File: config.mk
export PLATFORM = sky130hd
export DESIGN_NAME = ss_score_ctrl
export DESIGN_NICKNAME = d
export VERILOG_FILES = /design/src/rtl/ss_score_ctrl.sv
export SDC_FILE = /design/constraint.sdc
export NUM_CORES = 1
export LEC_CHECK = 0
export CELL_PAD_IN_SITES_DETAIL_PLACEMENT = 1
export CELL_PAD_IN_SITES_GLOBAL_PLACEMENT = 1
export CORE_ASPECT_RATIO = 1.1
export CORE_UTILIZATION = 44
export DETAILED_ROUTE_END_ITERATION = 6
export HOLD_SLACK_MARGIN = 0.12
export PLACE_DENSITY_LB_ADDON = 0.1
export SETUP_SLACK_MARGIN = 0.4
export SLEW_MARGIN = 0
export SYNTH_ARGS = -nofsm -noshare
export SYNTH_HDL_FRONTEND = slang
export SYNTH_SLANG_ARGS = --single-unit
export TNS_END_PERCENT = 100
File: constraint.sdc
create_clock -name clk -period 2.2 [get_ports clk]
set_input_delay 0.55 -clock clk [delete_from_list [all_inputs] [get_ports clk]]
set_output_delay 0.55 -clock clk [all_outputs]
set_load 0.05 [all_outputs]
File: src/rtl/ss_score_ctrl.sv
// Score display controller: a binary score comes in over valid/ready and is
// converted to BCD one bit per clock. The digits are then scanned onto one
// seven-segment decoder, with optional blanking of leading zeros.
module ss_score_ctrl #(
   parameter int SCORE_W  = 8,
   parameter int NDIG     = 3,
   parameter int SCAN_DIV = 1000
) (
   input  logic               clk,
   input  logic               rst,
   input  logic [SCORE_W-1:0] score_in,
   input  logic               score_valid,
   output logic               score_ready,
   input  logic               blank_lz,
   output logic [3:0]         digit_val,
   output logic               digit_en,
   output logic [NDIG-1:0]    digit_sel,
   output logic               busy
);

   localparam int ACC_W  = (NDIG + 1) * 4;
   localparam int CNT_W  = $clog2(SCORE_W + 1);
   localparam int SCAN_W = (SCAN_DIV > 1) ? $clog2(SCAN_DIV) : 1;
   localparam int IDX_W  = (NDIG > 1) ? $clog2(NDIG) : 1;

   typedef enum logic [0:0] {IDLE, CONV} state_t;

   state_t               state, state_nxt;
   logic [SCORE_W-1:0]   shift, shift_nxt;
   logic [ACC_W-1:0]     acc, acc_adj, acc_nxt;
   logic                 ovf, ovf_nxt;
   logic [CNT_W-1:0]     bit_cnt;
   logic [NDIG*4-1:0]    disp, disp_nxt;
   logic [SCAN_W-1:0]    scan_cnt;
   logic [IDX_W-1:0]     scan_idx;
   logic                 upper_zero;

   // Handshake: a score is taken on any edge where score_valid and
   // score_ready are both high; score_valid seen while busy is dropped.
   assign score_ready = (state == IDLE);
   assign busy        = ~score_ready;

   always_ff @(posedge clk) begin
      if (rst) state <= IDLE;
      else     state <= state_nxt;
   end

   always_comb begin
      state_nxt = state;
      case (state)
         IDLE: if (score_valid) state_nxt = CONV;
         CONV: if (bit_cnt == CNT_W'(1)) state_nxt = IDLE;
         default: state_nxt = IDLE;
      endcase
   end

   // One double-dabble step: add 3 to each digit >= 5, then shift left.
   always_comb begin
      acc_adj = acc;
      for (int d = 0; d <= NDIG; d++) begin
         if (acc[d*4 +: 4] >= 4'd5) acc_adj[d*4 +: 4] = acc[d*4 +: 4] + 4'd3;
      end
      acc_nxt   = {acc_adj[ACC_W-2:0], shift[SCORE_W-1]};
      shift_nxt = shift << 1;
      // Bits pushed out of the accumulator top also count as overflow.
      ovf_nxt   = ovf | acc_adj[ACC_W-1];
      if (ovf_nxt || (acc_nxt[ACC_W-1 -: 4] != 4'd0)) disp_nxt = {NDIG{4'h9}};
      else                                            disp_nxt = acc_nxt[NDIG*4-1:0];
   end

   always_ff @(posedge clk) begin
      if (rst) begin
         shift   <= '0;
         acc     <= '0;
         ovf     <= 1'b0;
         bit_cnt <= '0;
         disp    <= '0;
      end else if (state == IDLE) begin
         if (score_valid) begin
            shift   <= score_in;
            acc     <= '0;
            ovf     <= 1'b0;
            bit_cnt <= CNT_W'(SCORE_W);
         end
      end else begin
         shift   <= shift_nxt;
         acc     <= acc_nxt;
         ovf     <= ovf_nxt;
         bit_cnt <= bit_cnt - 1'b1;
         if (bit_cnt == CNT_W'(1)) disp <= disp_nxt;
      end
   end

   always_ff @(posedge clk) begin
      if (rst) begin
         scan_cnt <= '0;
         scan_idx <= '0;
      end else if (scan_cnt == SCAN_W'(SCAN_DIV - 1)) begin
         scan_cnt <= '0;
         scan_idx <= (scan_idx == IDX_W'(NDIG - 1)) ? '0 : scan_idx + 1'b1;
      end else begin
         scan_cnt <= scan_cnt + 1'b1;
      end
   end

   assign digit_sel = NDIG'(1) << scan_idx;

   // A digit is dark only if it and every digit above it are zero.
   always_comb begin
      digit_val  = 4'd0;
      upper_zero = 1'b1;
      for (int i = 0; i < NDIG; i++) begin
         if (scan_idx == IDX_W'(i)) digit_val = disp[i*4 +: 4];
         if ((i >= int'(scan_idx)) && (disp[i*4 +: 4] != 4'd0)) upper_zero = 1'b0;
      end
      digit_en = ~(blank_lz && (scan_idx != '0) && upper_zero);
   end

endmodule

==> out/summary.txt <==
outcome: complete, no violations
Final Power: 1.775 mW
Hold WC Path Type: register to register
Post-Route WL: 7136 microns
Sw Ratio: 0.2618
Max rail drop VDD: 421.4 uV
critical path class: register to output port
Placement Setup Slack: 0.1688 ns
post-synth top area share: 0.3833
remaining global-route overflow: 0
multiplexer area fraction after synthesis: 0.05723
post-synthesis adder-cell area fraction: 0.04880
Final Non-Filler Cells: 438
number of synthesized flops with an enable pin: 0
Top Family by Delay on Critical Path: flip-flops
CTS tree: yes
Placed Cells: 425
crit path cell chain: nor4_4 -> a21o_1 -> a22o_1 -> nand2_2 -> buf_12
CP Capture Type: output port
syn_nets: 356
Synth Flop Type: dfxtp_1
wire length per cell: 16.29 microns
Syn Area/Cell: 8.469 sq um
sequential area share after synthesis: 0.3833
unrepaired setup endpoints after global routing: yes
sequential share of power: 0.581
Yosys reg bits: 54
die area: 0.006734 sq mm
routed vias: 2,443
XOR/XNOR Fraction of Synth Area: 0.02174
Leakage Power: 1.260 nW
largest family of logic cells by synthesized area: simple AND/OR/NAND/NOR gates
antenna viol nets, final: 0
Yosys cell types: 51
f_max: 502.9 MHz
YS warnings: 0
max cap viols: 0
initial antenna violation count: 0
die width: 78.34 microns
Slew Limit Fails: 0
fin util: 0.5695
clk_skew: 0.006759 ns
Power Dens Cells: 503.3 mW/mm^2
Synth Area in Compound Gates: 0.1970
Slowest cell on crit path: dfxtp_2
fraction of layout cells with a size suffix above 1: 0.1899
Antenna Cells: 0
WHS: 0.4839 ns
DRT Pass-1 Iters: 4
P&R area growth vs syn: 25.07%
Finished Cell Area: 0.003527 sq mm
clock transition at the registers of the reported paths: 0.09 ns
required time of the critical path: 1.65 ns
Critical Path Source Type: register
CP peak stage delay: 0.36 ns
clock network fraction of total power: 0.303
DR iter-0 viols: 98
asr flop ratio synth: 0
H-tree lvl count: 2
combinational share of power: 0.116
number of remaining DRC errors: 0
Power Internal: 1.310 mW
Num Clock Sinks: 54
simple logic cell fraction of the synthesized area: 0.2307
placer congestion estimate: 0.7784
CTS buffer count: 5
post-route minimum period: 1.989 ns
Vert. Die Dim: 85.97 microns
Core ar.: 0.006193 sq mm
post-DP HPWL: 4932 microns
Root Driver: clkbuf_8
Buffers on Ports: 21
Worst Tran Pin Value: 0.4821 ns
worst setup margin: 0.2114 ns
Starting Density: 0.4554
placed inst area: 0.003249 sq mm
CP max FO: 3
Hold Vio Cnt, Final: 0
FP Rows: 30
Worst Path Buf+Inv: 1
first-pass GRT wire length: 11,810 microns
Via-to-Cell Ratio: 5.578
Nets: 381
synthesized instance count: 333
Sum Neg Setup Slack: 0 ns
Crit path arrival time: 1.44 ns
largest net degree at the start of global routing: 19
later-pin clock latency in the skew report: 0.31 ns
count of final setup violators: 0
num ports: 22
Clock Tree Buf Depth: 2
Psw: 0.4648 mW
Yosys top cell by area: dfxtp_1
mapped cell area: 0.002820 sq mm
max_slew headroom: 0.6776
Period Utilization, post-route: 0.9039
Total GRT Usage: 0.2221
synth top area cells: dfxtp_1 38%, nor2_1 6.0%, mux2i_1 5.3%
vias in the first global route: 2,477
## Yosys cell counts (all sizes together), types with 10 or more instances
library cell   n
ha            11
nand3         13
mux2i         15
inv           17
clkbuf        10
nand2         10
nor2          45
a21oi         26
o21ai         16
and2          10
nor3          10
buf           11
dfxtp         54
## worst paths after layout
kind | from | slack (ns) | end | cells past startpoint
worst min-delay path | scan_cnt[0]$_SDFF_PP0_ | 0.48 | scan_cnt[0]$_SDFF_PP0_ | 1
worst max-delay path | disp[9]$_SDFFE_PP0P_ | 0.21 | digit_en | 5
worst max register to register | acc[8]$_SDFFE_PP0P_ | 0.48 | disp[4]$_SDFFE_PP0P_ | 7
worst min register to register | scan_cnt[0]$_SDFF_PP0_ | 0.48 | scan_cnt[0]$_SDFF_PP0_ | 1
## cells by family (layout without fill, tap and decap cells)
| logic type | count (synthesis) | count (layout) |
|---|---|---|
| adder cells (fa/ha/maj) | 11 | 11 |
| XOR/XNOR | 7 | 7 |
| flip-flops | 54 | 54 |
| buffers and inverters | 39 | 64 |
| AO/OA/AOI/OAI | 85 | 85 |
| AND/OR/NAND/NOR | 121 | 121 |
| multiplexers | 16 | 16 |
## what timing repair did
item,4_1_cts,5_1_grt
gates resized for setup,18,13
setup endpoints to repair,20,26
setup buffers,4,2
pin swaps,5,1
hold buffers,0,0
## area by class of cell
type	instances	area, sq um
Clock buffer	5	68.82
Clock inverter	2	10.01
Fill cell	722	2666
Inverter	18	67.56
Multi-Input combinational cell	240	1729
Sequential cell	54	1095
Tap cell	80	100.1
Timing Repair Buffer	39	456.7
## registers in the layout (all words and copies together) (netlist names)
name      cells
acc          16
disp         12
scan_cnt     10
shift         8
bit_cnt       4
scan_idx      2
busy          1
ovf           1
## worst register-to-register path, delay by kind of cell, from the launching register on
family	cells	cell delay, ns
compound gates	1	0.33
fa+ha+maj	1	0.26
simple gates	3	0.42
flops	1	0.40
buf+inv	2	0.21
## layer usage
layer	vias to the layer above	part of all wire	GRT usage
li1	1229	-	-
met5	-	0	0
met2	16	0.51	0.4003
met3	5	0.015	0.03830
met4	0	0.0088	0.05892
met1	1193	0.46	0.2713
## power groups by stage
stage	Combinational [mW]	Sequential, mW	Clock (mW)
after global routing	0.229	1.04	0.588
after floorplan	0.128	1.05	0
after global placement	0.197	1.05	0
final	0.206	1.03	0.539
after detailed placement	0.202	1.05	0
after CTS	0.206	1.03	0.546
## cells in the final DEF (no fill, tap or decap), drive strengths merged, types with 5 or more instances in the layout
cell type	instances
dfxtp	54
nor2	45
buf	28
a21oi	26
inv	17
o21ai	16
mux2i	15
nand3	13
ha	11
clkdlybuf4s50	11
and2	10
nand2	10
nor3	10
a31oi	8
a311oi	8
nor3b	8
a211o	6
a32o	6
nor2b	6
clkbuf	5
nand2b	5
Note: power is estimated with default switching activity, not from simulation.
